<file path="config.mk">
export PLATFORM = sky130hd
export DESIGN_NAME = preproc_sequencer_flat
export DESIGN_NICKNAME = d
export VERILOG_FILES = /design/src/rtl/preproc_seq_pkg.sv /design/src/rtl/preproc_sequencer_if.sv /design/src/rtl/preproc_sequencer_warmup_tracker.sv /design/src/rtl/preproc_sequencer.sv /design/src/flat_wrapper.sv
export SDC_FILE = /design/constraint.sdc
export NUM_CORES = 1
export LEC_CHECK = 0
export CAP_MARGIN = 20
export CORE_MARGIN = 2
export CORE_UTILIZATION = 49
export DETAILED_ROUTE_END_ITERATION = 8
export PLACE_DENSITY = 0.84
export SYNTH_ARGS = -nofsm -noshare
export SYNTH_HDL_FRONTEND = slang
export SYNTH_HIERARCHICAL = 1
export SYNTH_SLANG_ARGS = --single-unit
</file>
<file path="constraint.sdc">
create_clock -name clk -period 2.1 [get_ports clk]
set_input_delay 0.42 -clock clk [delete_from_list [all_inputs] [get_ports clk]]
set_output_delay 0.42 -clock clk [all_outputs]
set_load 0.005 [all_outputs]
</file>
<file path="src/rtl/preproc_seq_pkg.sv">
// Shared types and constants for the Preprocessor front-end sequencer.
//   state_t  : sequencer FSM states (warm-up, steady run, history flush)
//   NUM_WIN  : number of averaging windows tracked for warm-up
//   WIN_LEN  : window lengths; entries 0..5 are the SMAs, entry 6 is sqr_mean
package preproc_seq_pkg;

    typedef enum logic [1:0] {
        ST_WARMUP = 2'd0,
        ST_RUN    = 2'd1,
        ST_FLUSH  = 2'd2
    } state_t;

    localparam int NUM_WIN = 7;
    localparam int WIN_LEN [NUM_WIN] = '{5, 10, 20, 50, 100, 200, 20};

endpackage

</file>
<file path="src/rtl/preproc_sequencer_if.sv">
// Tick handshake and instrument-switch handshake between the market-data
// decoder (master) and the sequencer (slave).
//   tick_valid/tick_price/tick_ready : valid/ready price stream
//   switch_req/switch_ack            : level flush request, completion pulse
interface preproc_sequencer_if;

    logic       tick_valid;
    logic [7:0] tick_price;
    logic       tick_ready;
    logic       switch_req;
    logic       switch_ack;

    modport master (
        output tick_valid, tick_price, switch_req,
        input  tick_ready, switch_ack
    );

    modport slave (
        input  tick_valid, tick_price, switch_req,
        output tick_ready, switch_ack
    );

endinterface

</file>
<file path="src/rtl/preproc_sequencer_warmup_tracker.sv">
// Saturating warm-up counter plus the per-window "history is full" flags.
//   clk, rst   : clock, asynchronous active-low reset
//   clear      : force the counter (and all flags) to zero
//   enable     : advance the counter by one this cycle
//   warm_cnt   : samples seen since the first tick, saturating at MAX_WIN+SMA_LAT
//   win_valid  : bit i set once warm_cnt >= WIN_LEN[i]+SMA_LAT
module warmup_tracker
    import preproc_seq_pkg::*;
#(
    parameter int SMA_LAT = 1,
    parameter int MAX_WIN = 200,
    parameter int CNT_W   = 9
) (
    input  logic               clk,
    input  logic               rst,
    input  logic               clear,
    input  logic               enable,
    output logic [CNT_W-1:0]   warm_cnt,
    output logic [NUM_WIN-1:0] win_valid
);

    localparam logic [CNT_W-1:0] SAT_VAL = CNT_W'(MAX_WIN + SMA_LAT);

    logic [CNT_W-1:0]   cnt_q, cnt_d;
    logic [NUM_WIN-1:0] win_valid_q, win_valid_d;

    always_comb begin
        cnt_d = cnt_q;
        if (clear)
            cnt_d = '0;
        else if (enable && (cnt_q != SAT_VAL))
            cnt_d = cnt_q + 1'b1;
    end

    // Flags are compared against the next count so they line up with warm_cnt.
    for (genvar gi = 0; gi < NUM_WIN; gi++) begin : g_win
        assign win_valid_d[gi] = (cnt_d >= CNT_W'(WIN_LEN[gi] + SMA_LAT));
    end

    always_ff @(posedge clk or negedge rst) begin
        if (!rst) begin
            cnt_q       <= '0;
            win_valid_q <= '0;
        end else begin
            cnt_q       <= cnt_d;
            win_valid_q <= win_valid_d;
        end
    end

    assign warm_cnt  = cnt_q;
    assign win_valid = win_valid_q;

endmodule

</file>
<file path="src/rtl/preproc_sequencer.sv">
// Front-end controller for the Preprocessor SMA / second-moment datapath.
// Accepts sporadic ticks, drives the held price into the Preprocessor every
// clock, tracks window warm-up, and flushes all window histories with zeros
// on an instrument switch.
//   clk, rst    : clock, asynchronous active-low reset
//   tick_if     : tick valid/ready stream and switch_req/switch_ack
//   pp_data_in  : registered drive to Preprocessor data_in
//   feat_valid  : pulse when Preprocessor outputs reflect a new tick
//   win_valid   : per-window warm-up complete (SMA 5..200, sqr_mean 20)
//   busy        : flush in progress
module preproc_sequencer
    import preproc_seq_pkg::*;
#(
    parameter int SMA_LAT = 1,
    parameter int MAX_WIN = 200,
    parameter int CNT_W   = 9
) (
    input  logic                clk,
    input  logic                rst,
    preproc_sequencer_if.slave  tick_if,
    output logic [7:0]          pp_data_in,
    output logic                feat_valid,
    output logic [NUM_WIN-1:0]  win_valid,
    output logic                busy
);

    localparam logic [CNT_W-1:0] LAST_CNT = CNT_W'(MAX_WIN + SMA_LAT - 1);

    state_t             state_q, state_d;
    logic [7:0]         pp_q, pp_d;
    logic               first_seen_q, first_seen_d;
    logic [CNT_W-1:0]   flush_cnt_q, flush_cnt_d;
    logic               ack_q, ack_d;
    logic [SMA_LAT:0]   feat_sr_q, feat_sr_d;

    logic               accept;
    logic               enter_flush;
    logic               cnt_en;
    logic [CNT_W-1:0]   warm_cnt;

    // A pending switch blocks ticks so no price lands in the fresh histories.
    assign tick_if.tick_ready = (state_q != ST_FLUSH) && !tick_if.switch_req;
    assign accept      = tick_if.tick_valid && tick_if.tick_ready;
    assign enter_flush = (state_q != ST_FLUSH) && tick_if.switch_req;
    // Every held cycle is a sample, so counting starts at the acceptance edge.
    assign cnt_en      = !enter_flush && (state_q != ST_FLUSH) && (first_seen_q || accept);

    warmup_tracker #(
        .SMA_LAT (SMA_LAT),
        .MAX_WIN (MAX_WIN),
        .CNT_W   (CNT_W)
    ) u_warmup (
        .clk       (clk),
        .rst       (rst),
        .clear     (enter_flush),
        .enable    (cnt_en),
        .warm_cnt  (warm_cnt),
        .win_valid (win_valid)
    );

    always_comb begin
        state_d      = state_q;
        pp_d         = pp_q;
        first_seen_d = first_seen_q;
        flush_cnt_d  = flush_cnt_q;
        ack_d        = 1'b0;
        // feat_sr_q[0] marks the cycle pp_data_in first shows the price; the
        // remaining SMA_LAT stages cover the Preprocessor latency.
        feat_sr_d    = {feat_sr_q[SMA_LAT-1:0], accept};

        if (enter_flush) begin
            state_d      = ST_FLUSH;
            pp_d         = '0;
            first_seen_d = 1'b0;
            flush_cnt_d  = '0;
            feat_sr_d    = '0;
        end else begin
            if (accept) begin
                pp_d         = tick_if.tick_price;
                first_seen_d = 1'b1;
            end
            case (state_q)
                ST_WARMUP: begin
                    if (cnt_en && (warm_cnt >= LAST_CNT))
                        state_d = ST_RUN;
                end
                ST_RUN: begin
                    state_d = ST_RUN;
                end
                ST_FLUSH: begin
                    if (flush_cnt_q >= LAST_CNT) begin
                        state_d = ST_WARMUP;
                        ack_d   = 1'b1;
                    end else begin
                        flush_cnt_d = flush_cnt_q + 1'b1;
                    end
                end
                default: begin
                    state_d = ST_WARMUP;
                end
            endcase
        end
    end

    always_ff @(posedge clk or negedge rst) begin
        if (!rst) begin
            state_q      <= ST_WARMUP;
            pp_q         <= '0;
            first_seen_q <= 1'b0;
            flush_cnt_q  <= '0;
            ack_q        <= 1'b0;
            feat_sr_q    <= '0;
        end else begin
            state_q      <= state_d;
            pp_q         <= pp_d;
            first_seen_q <= first_seen_d;
            flush_cnt_q  <= flush_cnt_d;
            ack_q        <= ack_d;
            feat_sr_q    <= feat_sr_d;
        end
    end

    assign pp_data_in         = pp_q;
    assign feat_valid         = feat_sr_q[SMA_LAT];
    assign busy               = (state_q == ST_FLUSH);
    assign tick_if.switch_ack = ack_q;

endmodule

</file>
<file path="src/flat_wrapper.sv">
// flat-port wrapper written by rule: the top's interface ports become plain ports
module preproc_sequencer_flat import preproc_seq_pkg::*;
#(
    parameter int SMA_LAT = 1,
    parameter int MAX_WIN = 200,
    parameter int CNT_W   = 9
)
  (clk, rst, pp_data_in, feat_valid, win_valid, busy, tick_if_tick_valid, tick_if_tick_price, tick_if_switch_req, tick_if_tick_ready, tick_if_switch_ack);
  preproc_sequencer_if tick_if_i ();
  input  logic clk;
  input  logic rst;
  output logic [7:0] pp_data_in;
  output logic feat_valid;
  output logic [NUM_WIN-1:0] win_valid;
  output logic busy;
  input wire logic [$bits(tick_if_i.tick_valid)-1:0] tick_if_tick_valid;
  input wire logic [$bits(tick_if_i.tick_price)-1:0] tick_if_tick_price;
  input wire logic [$bits(tick_if_i.switch_req)-1:0] tick_if_switch_req;
  output wire logic [$bits(tick_if_i.tick_ready)-1:0] tick_if_tick_ready;
  output wire logic [$bits(tick_if_i.switch_ack)-1:0] tick_if_switch_ack;
  assign tick_if_i.tick_valid = tick_if_tick_valid;
  assign tick_if_i.tick_price = tick_if_tick_price;
  assign tick_if_i.switch_req = tick_if_switch_req;
  assign tick_if_tick_ready = tick_if_i.tick_ready;
  assign tick_if_switch_ack = tick_if_i.switch_ack;
  preproc_sequencer #(.SMA_LAT(SMA_LAT), .MAX_WIN(MAX_WIN), .CNT_W(CNT_W)) u_core (.clk(clk), .rst(rst), .tick_if(tick_if_i), .pp_data_in(pp_data_in), .feat_valid(feat_valid), .win_valid(win_valid), .busy(busy));
endmodule
</file>
==> results.json, run 1 <==
{
  "status": "finished, violations left",
  "violations": "negative setup slack",
  "fmax_mhz": 471.0,
  "powerDensity_nw_per_um2": 450.7,
  "synthTopCellsByCount": "dfrtp_1 (38), nand3_1 (25), nand2_1 (24)",
  "grt_pass1_vias": 1985,
  "yosysUniqueCellTypes": 54,
  "clock-sinks": 38,
  "die_y_microns": 69.36,
  "post-synth-top-area-cell": "dfrtp_1",
  "critPathSlowestCell": "clkdlybuf4s50_1",
  "clockBufferDepth": 2,
  "drc": 0,
  "synthArstFlopShare_pct": 100.0,
  "power_leakage_nw": 1.357,
  "holdBufCountCts": 0,
  "design_area_sq_um": 2904,
  "drive_above_1_share_pct": 26.28,
  "syn_to_final_growth_pct": 38.73,
  "ant_nets": 0,
  "fin_ws_ns": -0.02293,
  "drv_slew": 0,
  "seq_area_frac_synth_pct": 45.43,
  "synth_cells": 225,
  "drt-initial-drc-count": 144,
  "track_usage_pct": 22.70,
  "grt_pass1_wl_mm": 9.025,
  "io_pins": 31,
  "rows": 23,
  "syn_area_per_cell_sq_um": 9.303,
  "place_ws_ns": -0.4040,
  "cts_root_buf": "clkbuf_8",
  "ys_ff_latch": 38,
  "setup_viol_count_final": 2,
  "ir_worst_vdd_mv": 0.2893,
  "grt_antenna_before_repair": 0,
  "cts.clk_slew.worst_paths_ns": 0.07,
  "crit_type": "primary input to flip-flop",
  "skew_ns": 0.007264,
  "whs_ns": 0.2345,
  "synth_top_area_share_pct": 45.43,
  "routedWlPerCell_microns": 15.51,
  "overflow": 0,
  "ys_dominant_reg_cell": "dfrtp_1",
  "dieArea_sq_um": 4811,
  "crit_chain": "clkdlybuf4s50_1, o21a_1, nand3_2, buf_4, o21a_1, a211oi_2, a21oi_2, or3_1",
  "hold_class": "primary input to async pin",
  "die_w_microns": 69.36,
  "clk_latency_ns": 0.28,
  "setup_tns_ns": -0.02722,
  "routed_wl_mm": 5.319,
  "cp-end-kind": "flip-flop",
  "slew-limit-headroom_pct": 44.48,
  "coreArea_sq_um": 4058,
  "hold_viol": 0,
  "drtPass1Iterations": 4,
  "cp.required_ns": 2.26,
  "viasPerCell": 5.840,
  "post-synth-top-count-cell": "dfrtp_1",
  "numCtsBuffers": 5,
  "finalCriticalPeriod_ns": 2.123,
  "critPathArrivalTime_ns": 2.28,
  "htreeDepth": 2,
  "synth_area_sq_um": 2093,
  "diodes": 0,
  "grt_max_degree": 39,
  "place_congestion": 0.9388,
  "utilization_pct": 71.57,
  "finalCritPeriodShare_pct": 101.1,
  "tightest_slew_ns": 0.8328,
  "rsz0062_at_grt": "true",
  "cts_tree": "done",
  "yosys-top-cells-area": "dfrtp_1 (45%), nand3_1 (6.0%), nand2_1 (4.3%)",
  "critPathLaunchType": "primary input",
  "finalNetCount": 308,
  "vias": 2003,
  "postPlaceCellArea_sq_um": 2688,
  "io_buffers": 30,
  "maxCapViolCount": 0,
  "dp_hpwl_mm": 3.730,
  "synth_fp_nets": 241,
  "max_stage_delay_ns": 0.50,
  "crit_path_max_fanout": 3,
  "synth_edf_count": 0,
  "crit_path_frequent_cell": "o21a_1",
  "initial_utilization_pct": 51.59,
  "yosys_warnings": 6
}
## state kept, by name, summed over array words and instances (netlist names)
register and count:
u_core/flush_cnt_q 9, u_core/u_warmup/warm_cnt 9, u_core/pp_data_in 8, u_core/u_warmup/win_valid 6, u_core/feat_sr_q 2, u_core/state_q 2
u_core/first_seen_q 1, u_core/tick_if.switch_ack 1
## worst max-delay path, delay by kind of cell
| kind | cells | cell delay [ns] |
|---|---|---|
| AOI/OAI and AO/OA | 4 | 0.73 |
| buffers and inverters | 2 | 0.65 |
| and+or+nand+nor | 2 | 0.47 |
## cell families (layout without fill, tap and decap cells)
kind of cell | Yosys count | after routing | share of synthesized area, %
AO/OA/AOI/OAI | 46 | 46 | 16.62
XOR/XNOR | 6 | 6 | 2.511
adder cells (fa/ha/maj) | 4 | 4 | 2.391
buffers and inverters | 22 | 90 | 4.662
flip-flops | 38 | 38 | 45.43
multiplexers | 1 | 1 | 0.4782
AND/OR/NAND/NOR | 108 | 108 | 27.91
## final cells by class
class | instances | area (sq um)
Clock buffer | 7 | 86.33
Clock inverter | 1 | 5.005
Fill cell | 307 | 1154
Inverter | 11 | 43.79
Multi-Input combinational cell | 165 | 1149
Sequential cell | 38 | 952.2
Tap cell | 50 | 62.56
Timing Repair Buffer | 71 | 605.6
## repair_timing
action | 4_1_cts | 5_1_grt
endpoints found under the setup margin | 7 | 6
buffers inserted | 1 | 3
pin swaps | 6 | 4
gates resized for setup | 4 | 18
## final timing paths
| kind | to | depth (start not counted) | slack (ns) | start |
|---|---|---|---|---|
| setup reg to reg | u_core/u_warmup/win_valid[2]$_DFF_PN0_ | 10 | -0.01 | u_core/state_q[1]$_DFFE_PN0P_ |
| max in group asynchronous | u_core/u_warmup/warm_cnt[3]$_DFF_PN0_ | 1 | 1.29 | rst |
| hold reg to reg | u_core/feat_sr_q[1]$_DFF_PN0_ | 1 | 0.50 | u_core/feat_sr_q[0]$_DFF_PN0_ |
| min in group clk | u_core/feat_sr_q[1]$_DFF_PN0_ | 1 | 0.50 | u_core/feat_sr_q[0]$_DFF_PN0_ |
| setup / recovery | u_core/u_warmup/win_valid[2]$_DFF_PN0_ | 8 | -0.02 | tick_if_tick_valid |
| hold / removal | u_core/flush_cnt_q[3]$_DFFE_PN0P_ | 1 | 0.23 | rst |
## layer usage
layer / track usage (%) / vias up / share of wire, %
met2: 39.32 / 61 / 53
met3: 3.779 / 18 / 4.3
met1: 28.77 / 981 / 40
met4: 7.625 / 0 / 2.4
met5: 0 / - / 0
li1: - / 943 / -
## metrics by stage
| stage | total power, mW | cells |
|---|---|---|
| global placement | 0.8125 | 331 |
| global route | 1.361 | 343 |
| CTS | 1.321 | 340 |
| detailed placement | 0.8145 | 331 |
| finish | 1.309 | 343 |
| floorplan | 0.7630 | 225 |
## cells in the final DEF, fill, tap and decap left out, types with 5 or more instances in the layout
master,count
and2_1,5
buf_4,40
clkbuf_8,6
clkdlybuf4s50_1,28
dfrtp_1,37
inv_1,10
nand2_1,23
nand3_1,23
nor2_1,15
nor3_1,6
or3_1,5
## where the power goes
part           switching [mW]  internal, mW
clock network           0.246         0.265
logic                  0.0268        0.0313
registers             0.00302         0.737
total                   0.275          1.03
No activity file was read; power rests on OpenSTA's default activity.
==> run 2: changes to the inputs <==
--- a/config.mk
+++ b/config.mk
@@ -8,6 +8,7 @@
 export CAP_MARGIN = 20
 export CORE_MARGIN = 2
 export CORE_UTILIZATION = 49
+export CTS_CLUSTER_SIZE = 28
 export DETAILED_ROUTE_END_ITERATION = 8
 export PLACE_DENSITY = 0.84
 export SYNTH_ARGS = -nofsm -noshare
==> results of run 2 <==
Same layout as run 1: the final DEF is identical, and so are final timing and power.
==> run 3: changes to the inputs <==
--- a/config.mk
+++ b/config.mk
@@ -11,6 +11,7 @@
 export CTS_CLUSTER_SIZE = 28
 export DETAILED_ROUTE_END_ITERATION = 8
 export PLACE_DENSITY = 0.84
+export SLEW_MARGIN = 10
 export SYNTH_ARGS = -nofsm -noshare
 export SYNTH_HDL_FRONTEND = slang
 export SYNTH_HIERARCHICAL = 1
==> results of run 3 <==
Same layout as run 1: the final DEF is identical, and so are final timing and power.
